### src/rtl/snn_pkg.sv
// Shared parameters, types and helpers for the SNN spike-time AXI4-Stream transmitter.
package snn_pkg;

  localparam int N  = 2;
  localparam int T  = 2;
  localparam int TS = 5;
  localparam int NN = 1;

  localparam int NT = N * T;
  localparam int SW = $clog2(TS + 1);
  localparam int DW = 8 * NN;

  typedef logic [SW-1:0] spike_time_t;

  typedef enum logic [1:0] {
    S_IDLE,
    S_CAPTURE,
    S_SEND
  } tx_state_t;

  // Zero-extend a spike time into one stream record.
  function automatic logic [DW-1:0] to_record(input spike_time_t t);
    logic [DW-1:0] rec;
    rec = '0;
    rec[SW-1:0] = t;
    return rec;
  endfunction

endpackage

### src/rtl/snn_first_spike_capture.sv
// First-spike time registers and step counter for one inference window.
module snn_first_spike_capture
  import snn_pkg::*;
(
  input  logic          clk,
  input  logic          reset,
  input  logic          clear,
  input  logic          spike_valid,
  input  logic [NT-1:0] spike,
  output logic          step_last,
  output spike_time_t   times [NT]
);

  localparam int STEP_W = (TS > 1) ? $clog2(TS) : 1;

  logic [STEP_W-1:0] r_step;
  spike_time_t       r_times [NT];
  logic              w_step_last;

  assign w_step_last = spike_valid && (r_step == STEP_W'(TS - 1));

  // TS in a time register means "no spike yet", so only the first spike sticks.
  always_ff @(posedge clk) begin
    if (reset || clear) begin
      r_step <= '0;
      for (int i = 0; i < NT; i++) r_times[i] <= spike_time_t'(TS);
    end else if (spike_valid) begin
      for (int i = 0; i < NT; i++) begin
        if (spike[i] && (r_times[i] == spike_time_t'(TS)))
          r_times[i] <= SW'(r_step);
      end
      if (!w_step_last) r_step <= r_step + 1'b1;
    end
  end

  assign step_last = w_step_last;
  assign times     = r_times;

endmodule

### src/rtl/snn_spike_axis_tx.sv
// Captures first-spike times over one inference window, then streams one
// AXI4-Stream record per neuron.
module snn_spike_axis_tx
  import snn_pkg::*;
(
  input  logic          clk,
  input  logic          reset,
  input  logic          start,
  input  logic          spike_valid,
  input  logic [NT-1:0] spike,
  output logic          busy,
  output logic          done,
  output logic [DW-1:0] m_axis_tdata,
  output logic          m_axis_tvalid,
  input  logic          m_axis_tready,
  output logic          m_axis_tlast
);

  localparam int IW = (NT > 1) ? $clog2(NT) : 1;

  tx_state_t     r_state, w_state_nxt;
  logic          w_clear, w_cap_valid, w_step_last, w_hs;
  spike_time_t   w_times [NT];
  spike_time_t   w_rec0;
  logic [IW-1:0] r_index, w_index_nxt;
  logic          r_busy, r_done, r_tvalid, r_tlast;
  logic [DW-1:0] r_tdata;

  assign w_clear     = (r_state == S_IDLE) && start;
  assign w_cap_valid = (r_state == S_CAPTURE) && spike_valid;
  assign w_hs        = r_tvalid && m_axis_tready;
  assign w_index_nxt = r_index + 1'b1;

  snn_first_spike_capture u_capture (
    .clk        (clk),
    .reset      (reset),
    .clear      (w_clear),
    .spike_valid(w_cap_valid),
    .spike      (spike),
    .step_last  (w_step_last),
    .times      (w_times)
  );

  // Record 0 leaves with the final step, so fold that step's spike in directly.
  assign w_rec0 = (spike[0] && (w_times[0] == spike_time_t'(TS)))
                ? spike_time_t'(TS - 1) : w_times[0];

  always_ff @(posedge clk) begin
    if (reset) r_state <= S_IDLE;
    else       r_state <= w_state_nxt;
  end

  always_comb begin
    w_state_nxt = r_state;
    case (r_state)
      S_IDLE:    if (start)              w_state_nxt = S_CAPTURE;
      S_CAPTURE: if (w_step_last)        w_state_nxt = S_SEND;
      S_SEND:    if (w_hs && r_tlast)    w_state_nxt = S_IDLE;
      default:                           w_state_nxt = S_IDLE;
    endcase
  end

  always_ff @(posedge clk) begin
    if (reset) begin
      r_busy   <= 1'b0;
      r_done   <= 1'b0;
      r_tvalid <= 1'b0;
      r_tlast  <= 1'b0;
      r_tdata  <= '0;
      r_index  <= '0;
    end else begin
      r_busy <= (w_state_nxt != S_IDLE);
      r_done <= 1'b0;
      case (r_state)
        S_CAPTURE: begin
          if (w_step_last) begin
            r_tvalid <= 1'b1;
            r_index  <= '0;
            r_tdata  <= to_record(w_rec0);
            r_tlast  <= (NT == 1);
          end
        end
        S_SEND: begin
          if (w_hs) begin
            if (r_tlast) begin
              r_tvalid <= 1'b0;
              r_tlast  <= 1'b0;
              r_done   <= 1'b1;
              r_index  <= '0;
            end else begin
              r_index  <= w_index_nxt;
              r_tdata  <= to_record(w_times[w_index_nxt]);
              r_tlast  <= (w_index_nxt == IW'(NT - 1));
            end
          end
        end
        default: ;
      endcase
    end
  end

  assign busy          = r_busy;
  assign done          = r_done;
  assign m_axis_tdata  = r_tdata;
  assign m_axis_tvalid = r_tvalid;
  assign m_axis_tlast  = r_tlast;

endmodule

### config.mk
export PLATFORM = sky130hd
export DESIGN_NAME = snn_spike_axis_tx
export DESIGN_NICKNAME = d
export VERILOG_FILES = /design/src/rtl/snn_pkg.sv /design/src/rtl/snn_first_spike_capture.sv /design/src/rtl/snn_spike_axis_tx.sv
export SDC_FILE = /design/constraint.sdc
export NUM_CORES = 1
export LEC_CHECK = 0
export BUFFER_PORTS_ARGS = -buffer_cell sky130_fd_sc_hd__buf_2
export CELL_PAD_IN_SITES_DETAIL_PLACEMENT = 1
export CELL_PAD_IN_SITES_GLOBAL_PLACEMENT = 1
export CORE_ASPECT_RATIO = 0.5
export CORE_UTILIZATION = 25
export DETAILED_ROUTE_END_ITERATION = 16
export PLACE_DENSITY_LB_ADDON = 0.1
export SKIP_LAST_GASP = 1
export SLEW_MARGIN = 0
export SYNTH_ARGS = -nofsm -noshare
export SYNTH_HDL_FRONTEND = slang
export SYNTH_SLANG_ARGS = --single-unit
### constraint.sdc
create_clock -name clk -period 5.7 [get_ports clk]
set_clock_uncertainty 0.1 [all_clocks]
set_input_delay 0.855 -clock clk [delete_from_list [all_inputs] [get_ports clk]]
set_output_delay 0.855 -clock clk [all_outputs]
set_load 0.1 [all_outputs]
=== Word level (Yosys, flattened, before mapping) ===
Index checks and enable logic that the tools add are counted.

* Bitwise gates (word level): 4
* Reduce and logical (&&, ||, !) cells: 22
* Order comparisons: 1
* Multiplexer cells: 25
* Equal/unequal tests: 12
* Add/subtract/negate cells: 2

{| class="wikitable"
|+ Operator list
! cell !! number
|-
| 8-bit 2-to-1 mux || 3
|-
| 8-bit case mux with 2 select lines || 1
|-
| 3-bit equality test, second input constant || 5
|-
| 2-bit 2-to-1 mux || 6
|-
| 2-bit AND reduction || 5
|-
| 1-bit logical AND || 9
|-
| 3-bit 2-to-1 mux || 3
|-
| 4-bit AND reduction || 2
|-
| 1-bit 2-to-1 mux || 7
|-
| 3-bit binary-select mux with 2-bit select || 1
|-
| 2-bit != test, second input constant || 3
|-
| 2-bit case mux with 3 select lines || 1
|-
| 2-bit equality test, second input constant || 2
|-
| 1-bit case mux with 2 select lines || 2
|-
| 2-bit case mux with 2 select lines || 1
|-
| 2-bit nonzero test || 2
|-
| 3-bit by 1-bit adder with 3-bit output, second input constant || 1
|-
| 3-bit >= comparator, second input constant || 1
|-
| 1-bit NOT || 3
|-
| 2-bit NOT with 3-bit output || 1
|-
| 3-bit AND reduction || 1
|-
| 3-bit OR reduction || 1
|-
| 2-bit by 1-bit adder with 2-bit output, second input constant || 1
|-
| 2-bit by 1-bit equality test with 1-bit output, second input constant || 1
|-
| other kinds (3) || 3
|}

* Word-level logic and storage cells: 78
* Bits in registers: 31
* Bits of input ports: 9

=== Logic depth before layout (Yosys ltp) ===
Gate-level depths: netlist of the first run.

* Depth in word-level cells: 8
* Mapped depth: 8
* Gate-level depth less buffers: 6

=== Cells and area by module ===
Synthesis of the first run repeated with hierarchy kept, for this count alone.

* Cell total of the unflattened synthesis: 141
* Area total of the unflattened synthesis: 1411.4 um^2

{| class="wikitable"
|+ By module, submodules not included
! module !! seq. area each (um^2) !! times used !! area each (um^2) !! cells each
|-
| snn_spike_axis_tx || 220.2 || 1 || 718.2 || 77
|-
| snn_first_spike_capture || 300.3 || 1 || 693.2 || 64
|}

=== Least setup slack after synthesis of the first run ===
No wires, ideal clock.

* Path type: flip-flop to flip-flop
* Start: register r_tvalid (netlist: m_axis_tvalid)
* End: register r_index[1]
* Arrival: 1915 ps
* Path slack: 3614 ps
* Stages on the path, launching flop included: 5
* Period minus slack after synthesis: 2086 ps
* Path buffers: 0
* Cells stage by stage: dfxtp_1 nand2_1 o22a_4 or4_1 a21oi_1

* Word-level cells in the longest chain between the ends: 3

{| class="wikitable"
|+ RTL lines
! what !! RTL line !! source
|-
| from (decl) || snn_spike_axis_tx.sv:26 || <nowiki>logic r_busy, r_done, r_tvalid, r_tlast;</nowiki>
|-
| from (signal assigned) || snn_spike_axis_tx.sv:67 || <nowiki>r_tvalid <= 1'b0;</nowiki>
|-
| from (signal assigned) || snn_spike_axis_tx.sv:77 || <nowiki>r_tvalid <= 1'b1;</nowiki>
|-
| from (signal assigned) || snn_spike_axis_tx.sv:86 || <nowiki>r_tvalid <= 1'b0;</nowiki>
|-
| 1-bit logical AND || snn_spike_axis_tx.sv:31 || <nowiki>assign w_hs = r_tvalid && m_axis_tready;</nowiki>
|-
| 2-bit != test (no source line) || - ||
|-
| 3-bit AND reduction (no source line) || - ||
|-
| to (signal assigned) || snn_spike_axis_tx.sv:91 || <nowiki>r_index <= w_index_nxt;</nowiki>
|-
| to (decl) || snn_spike_axis_tx.sv:25 || <nowiki>logic [IW-1:0] r_index, w_index_nxt;</nowiki>
|}

No other way between the ends.
A chain may end at the register's enable or synchronous reset.

=== Final worst setup path of the first run ===
* Start: register r_tlast (netlist: m_axis_tlast)
* End: output port m_axis_tlast

{| class="wikitable"
|+ RTL lines
! what !! RTL line !! source
|-
| from (decl) || snn_spike_axis_tx.sv:26 ||
|-
| from (signal assigned) || snn_spike_axis_tx.sv:80 || <nowiki>r_tlast <= (NT == 1);</nowiki>
|-
| from (signal assigned) || snn_spike_axis_tx.sv:93 || <nowiki>r_tlast <= (w_index_nxt == IW'(NT - 1));</nowiki>
|-
| to (decl) || snn_spike_axis_tx.sv:16 || <nowiki>output logic m_axis_tlast</nowiki>
|}

No word-level cell between the ends.

==> results of run 1 <==
flip-flops by register name, indices dropped and copies added, names as in the netlist:
name,cells
busy,1
done,1
m_axis_tdata,3
m_axis_tlast,1
m_axis_tvalid,1
r_index,2
r_state,2
u_capture.r_step,3
u_capture.times,12
layout by cell type, fill, tap and decap left out, drive strengths merged, types with 2 or more instances in the layout:
cell type / count
nand4: 3
nor3b: 2
inv: 4
dfxtp: 26
nor2: 12
o21a: 4
mux2i: 2
clkbuf: 3
a221oi: 2
buf: 15
and3b: 2
nor2b: 8
a21oi: 14
or4: 2
nand3: 4
ha: 3
conb: 5
nand2: 20
o21ai: 13
worst max-delay path by stage:
stage / start / end / slack [ns]
finish: m_axis_tlast / m_axis_tlast / 3.49
global route: r_index[0] / m_axis_tdata[2] / 3.39
CTS: m_axis_tlast / m_axis_tlast / 3.48
detailed placement: reset / u_capture.times[1] / 3.46
global placement: reset / u_capture.times[1] / 3.50
floorplan: m_axis_tvalid / r_index[1] / 3.61
layer usage:
layer / routed length, um / vias up
li1: - / 537
met1: 1752 / 478
met2: 1257 / 20
met3: 96 / 2
met4: 17 / 0
met5: 0 / -
stage by stage:
step	worst slack [ns]	hold WS, ns	instance area (um2)	total power, uW
3_5_place_dp	3.464	0.3635	1360	230.5
3_3_place_gp	3.501	0.3550	1360	230.4
4_1_cts	3.482	0.3804	1431	389.8
5_1_grt	3.391	0.4005	1431	402.7
6_report	3.489	0.3711	1431	382.1
2_1_floorplan	3.614	0.3356	1272	224.9
layout make-up:
cell class	instances	area (um2)
Tap cell	66	82.58
Fill cell	558	3184
Multi-Input combinational cell	112	666.9
Inverter	4	15.01
Clock buffer	3	41.29
Timing Repair Buffer	15	75.07
Sequential cell	26	520.5
Clock inverter	1	30.03
power groups by stage:
| stage | Clock [uW] | Sequential (uW) | Combinational (uW) |
|---|---|---|---|
| finish | 156 | 188 | 38.1 |
| global placement | 0 | 192 | 38.2 |
| global route | 173 | 189 | 41.2 |
| detailed placement | 0 | 192 | 38.3 |
| floorplan | 0 | 195 | 30.2 |
| CTS | 163 | 188 | 38.5 |
kinds of logic (layout without fill, tap and decap cells):
family | after synthesis | count (layout)
flops | 26 | 26
buf+inv | 16 | 23
compound gates | 40 | 40
other cells | 1 | 5
simple gates | 61 | 61
mux | 2 | 2
xor+xnor | 1 | 1
fa+ha+maj | 3 | 3
==> key figures, run 1 <==
Status
  • Status: finished, final reports clean

Layout
  • Non-Filler Instances: between 200 and 250
  • Area Overhead vs Synth: 13.83%
  • # diodes: 0
  • Share of cells above drive strength 1: around 15%
  • Fin nets: around 170
  • Fin util: between 30% and 40%

Floorplan
  • Num ports: 21
  • Die height: 52.15 um
  • Total core area: around 0.0046 mm2
  • Die width: around 100 um
  • Starting density of the core: a little over a quarter
  • Rows: 17
  • Die area: 0.005335 mm2

Global routing
  • Met2 GRT Util: 19.57%
  • Initial antenna violation count: 0
  • Largest net degree at the start of global routing: 16
  • Vias in the first global route: approximately 1000
  • Gr ovfl total: 0
  • First-pass GRT wire length: 5188 um
  • Global-route track usage on met3: 4.032%
  • Met1 Use GR: between 15 and 20%
  • Total GRT Usage: between 10% and 20%
  • Gr busiest metal: met2

Clock network
  • TritonCTS clock tree: done
  • Number of CTS-inserted buffers: 3
  • # Post-CTS Setup Buffers: 0
  • H-tree depth: 1
  • Clock buffer depth: 2
  • Sink Count: 26
  • Worst-skew pair later-pin latency: 0.28 ns
  • Post-cts gate resize count: 0
  • CTS clk-pin slew, worst paths: approximately 0.09 ns
  • CTS Root Cell: clkbuf_8
  • CTS Hold Bufs: 0

Logic synthesis
  • Synthesized area: 0.001257 mm2
  • Yosys reg bits: 26
  • Most frequent cells after synthesis: dfxtp_1 (26), nand2_1 (20), a21oi_1 (14)
  • Distinct cells, synth: 37
  • Register area share after synthesis: between 40% and 50%
  • Largest family of logic cells by synthesized area: simple AND/OR/NAND/NOR gates
  • Post-synthesis xor/xnor area fraction: less than 1%
  • Post-synthesis cell count: 150
  • Largest cells by area after synthesis: dfxtp_1 (41%), nand2_1 (6.0%), a21oi_1 (5.6%), o21ai_1 (4.8%), nor2b_1 (4.0%)
  • Post-synth ARST share: 0%
  • Post-synth top area share: slightly above 40%
  • Top-count cell post-synth: dfxtp_1
  • Leading area contributor after synthesis: dfxtp_1
  • Mux contribution to synthesized area: 1.592%
  • Synth Area in Adders: 2.985%
  • Number of warnings issued by yosys: 0
  • Synthesized area per cell: approximately 8.4 um2
  • Post-synth EDFFs: 0
  • Synth Area in Simple Gates: about a quarter
  • Ys flop type: dfxtp_1
  • Post-synthesis compound-gate area fraction: between 20 and 25%

Critical path
  • R2R Path Start: r_index[0]
  • CP max FO: 8
  • Reg-to-reg setup timing slack: between 3 and 4 ns
  • Max incr delay on CP: about 0.5 ns
  • Slowest cell on crit path: dfxtp_1
  • WP depth: 1
  • Critical Path Source Type: flop
  • FF-to-FF End: m_axis_tdata[2]
  • Cell family with most CP delay: flip-flops
  • Worst Path Arrival: about 1.3 ns
  • R2R cell count: 6
  • CP Capture Type: output port
  • Setup Crit Path Kind: reg -> out
  • Worst EP required: around 4.7 ns
  • Buffer and inverter count on the worst path: 1
  • Crit path cell chain: buf_2

Power and ir drop
  • Sw Share: 24.92%
  • Sw Pwr: 95.21 uW
  • Max VDD drop: around 0.1 mV
  • Pwr Density: between 200 and 300 mW/mm2
  • Leakage power: about 0.00056 uW
  • Clock share of power: approximately two fifths
  • Seq pwr share: between 40 and 50%
  • Gate power share: between 10% and 20%
  • Int Pwr: roughly 290 uW

Drt
  • DR WL/cell: ~14 um
  • ANT nets after route: 0
  • Total number of vias: between 1000 and 1500
  • Avg Vias per Cell: roughly 4.6
  • DRC Markers: 0
  • First-pass DRT Iterations: 4
  • Iter 0 DRT Violations: 8
  • Post-Route WL: 3123 um

STA
  • Slew @ Worst Pin: ~0.94 ns
  • Fin crit share: 38.79%
  • Fin Setup TNS: 0 ns
  • Fin crit period: ~2.2 ns
  • Final Setup Violations: 0
  • Slew margin rel.: between 30% and 40%
  • Highest clock rate: 0.4523 GHz
  • Final hold viol count: 0
  • RSZ-0062 raised after global routing: false
  • Max-slew violations: 0

Placement
  • Placed insts: 223
  • IO buf count: 15
  • Routability-driven placement congestion ratio: between 0.7 and 0.8
  • HPWL after detailed placement: about 2300 um

Flow run
  • Max-cap viol count: 0

Hold path
  • Worst hold-check path type: reg -> reg
  • Hold_sp: r_index[1]
  • Worst hold endpoint: r_index[1]
  • WHS Path Cells: 2
Power figures use the tool's default switching activity.
==> inputs of run 2 (changes only) <==
--- a/config.mk
+++ b/config.mk
@@ -5,6 +5,7 @@
 export SDC_FILE = /design/constraint.sdc
 export NUM_CORES = 1
 export LEC_CHECK = 0
+export ABC_AREA = 1
 export BUFFER_PORTS_ARGS = -buffer_cell sky130_fd_sc_hd__buf_2
 export CELL_PAD_IN_SITES_DETAIL_PLACEMENT = 1
 export CELL_PAD_IN_SITES_GLOBAL_PLACEMENT = 1
==> constraint.sdc (replaced) <==
create_clock -name clk -period 2.2 [get_ports clk]
set_clock_uncertainty 0.1 [all_clocks]
set_input_delay 0.33 -clock clk [delete_from_list [all_inputs] [get_ports clk]]
set_output_delay 0.33 -clock clk [all_outputs]
set_load 0.1 [all_outputs]
==> key figures, run 2 <==
Status
  • Status: finished, final reports clean

Drt
  • Post-Route WL: 3133 um
  • Max layer used: met4
  • Met3 WL: about 110 um
  • DR WL/cell: 11.31 um
  • Iter 0 DRT Violations: 15
  • Wl on met1: about 1800 um
  • ANT nets after route: 0
  • DR WL met2: around 1200 um
  • DRC Markers: 0
  • Avg Vias per Cell: 4.087
  • First-pass DRT Iterations: 4
  • Total number of vias: ~1100

Clock network
  • Clock buffer depth: 2
  • Worst-skew pair later-pin latency: 0.28 ns
  • CTS clk-pin slew, worst paths: about 0.1 ns
  • # Post-CTS Setup Buffers: 0
  • Sink Count: 26
  • Number of CTS-inserted buffers: 3
  • CTS Hold Bufs: 0
  • Post-cts gate resize count: 0
  • CTS Root Cell: clkbuf_8
  • TritonCTS clock tree: done
  • H-tree depth: 1

Critical path
  • Cell family with most CP delay: flip-flops
  • CP dominant cell by count: inv_1
  • Crit path cell chain: inv_1 > ha_1 > inv_1 > nand3_1 > nand3b_1 > nand2_1 > nand2_1 > inv_1 > nor2_1
  • CP max FO: 7
  • Slowest cell on crit path: dfxtp_1
  • CP Capture Type: flop
  • Buffer and inverter count on the worst path: 3
  • Max incr delay on CP: between 0.4 and 0.5 ns
  • Worst EP required: between 2 and 2.5 ns
  • Worst Path Arrival: 1.86 ns
  • Critical Path Source Type: flop
  • Setup Crit Path Kind: reg -> reg

Layout
  • Most frequent cells in the layout: nand2_1 (50), inv_1 (29), dfxtp_1 (26)
  • Max reg flops: 12
  • Area Overhead vs Synth: 15.65%
  • Fin nets: 220
  • # diodes: 0
  • Share of cells above drive strength 1: 18.84%
  • Fin area: between 0.0015 and 0.002 mm2
  • Non-Filler Instances: 277
  • Most common cell after layout, fill and taps aside: nand2_1

Global routing
  • Gr ovfl total: 0
  • Largest net degree at the start of global routing: 16
  • Vias in the first global route: roughly 1100
  • Initial antenna violation count: 0
  • First-pass GRT wire length: 5478 um
  • Total GRT Usage: between 10% and 20%

STA
  • Fin Setup TNS: 0 ns
  • Max-slew violations: 0
  • Fin crit period: between 1.5 and 2 ns
  • Fin crit share: around 79%
  • Final Setup Violations: 0
  • Fin Hold WS: 0.1820 ns
  • RSZ-0062 raised after global routing: false
  • PnR worst setup slack: ~0.45 ns
  • Final hold viol count: 0
  • Highest clock rate: between 0.5 and 0.6 GHz

Logic synthesis
  • Post-synthesis cell count: 189
  • Synthesized area per cell: roughly 7 um2
  • Post-synth EDFFs: 0
  • Largest cells by area after synthesis: dfxtp_1 (39%), nand2_1 (14%), inv_1 (8.2%), o21ai_0 (4.9%), nor2_1 (4.5%)
  • Leading area contributor after synthesis: dfxtp_1
  • Post-synth ARST share: 0%
  • Post-synth top area share: between 30% and 40%
  • Register area share after synthesis: 39.21%
  • Ys flop type: dfxtp_1
  • Number of warnings issued by yosys: 0
  • Yosys reg bits: 26
  • Synthesized area: approximately 0.0013 mm2
  • Top-count cell post-synth: nand2_1
  • Distinct cells, synth: 25
  • Most frequent cells after synthesis: nand2_1 (50), inv_1 (29), dfxtp_1 (26)

Floorplan
  • Rows: 18
  • Die width: 105.1 um
  • Die area: 0.005623 mm2
  • Starting density of the core: 26.43%
  • Die height: 53.53 um
  • Total core area: 0.005022 mm2
  • Num ports: 21

Placement
  • IO buf count: 15
  • Routability-driven placement congestion ratio: roughly 0.72
  • Dpl cell area: roughly 0.0015 mm2
  • Pre-CTS setup slack: between 0.4 and 0.5 ns
  • Placed insts: about 270
  • HPWL after detailed placement: around 2500 um

Power and ir drop
  • Pwr Density: between 600 and 700 mW/mm2
  • Leakage power: about 0.00075 uW
  • Max VDD drop: around 0.25 mV

Flow run
  • Max-cap viol count: 0

Hold path
  • Worst hold-check path type: in -> reg
run 2: routing by layer:
layer  global-route usage, %  up-vias
met1                   18.31      499
met2                   19.65       19
met3                   3.818        2
li1                        -      612
met4                   2.817        0
met5                       0        -
run 2: through the flow:
stage | utilization [%] | total power, uW
after CTS | 30.57 | 1021
after floorplan | - | 597.8
after global routing | 30.57 | 1052
final | 30.57 | 1005
after detailed placement | 29.15 | 614.5
after global placement | 29.15 | 613.6
run 2: where the power goes:
group | switching (uW) | total (uW) | internal, uW
combinational | 93.1 | 117 | 23.7
sequential | 5.89 | 485 | 479
clock | 159 | 403 | 244
total | 258 | 1000 | 746
run 2: area by class of cell:
class / count / area (um2)
Clock buffer: 3 / 41.29
Clock inverter: 1 / 30.03
Fill cell: 643 / 3487
Inverter: 34 / 128.9
Multi-Input combinational cell: 127 / 644.4
Sequential cell: 26 / 520.5
Tap cell: 70 / 87.58
Timing Repair Buffer: 16 / 82.58
run 2: path summary, 6_finish.rpt:
check	start	endpoint	slack (ns)	depth (start not counted)
setup / recovery	r_index[0]	m_axis_tdata[2]	0.45	9
hold / removal	reset	r_state[0]	0.18	2
hold reg to reg	u_capture.times[6]	u_capture.times[6]	0.38	2
setup reg to reg	r_index[0]	m_axis_tdata[2]	0.45	9
run 2: kinds of logic (layout without fill, tap and decap cells):
| group | count (synthesis) | in the layout | share of synthesized area, % |
|---|---|---|---|
| and+or+nand+nor | 92 | 92 | 33.27 |
| DFF | 26 | 26 | 39.21 |
| other | 1 | 5 | 0.2825 |
| adders and majority gates | 3 | 3 | 2.828 |
| buffers and inverters | 40 | 54 | 13.38 |
| AOI/OAI and AO/OA | 27 | 27 | 11.03 |
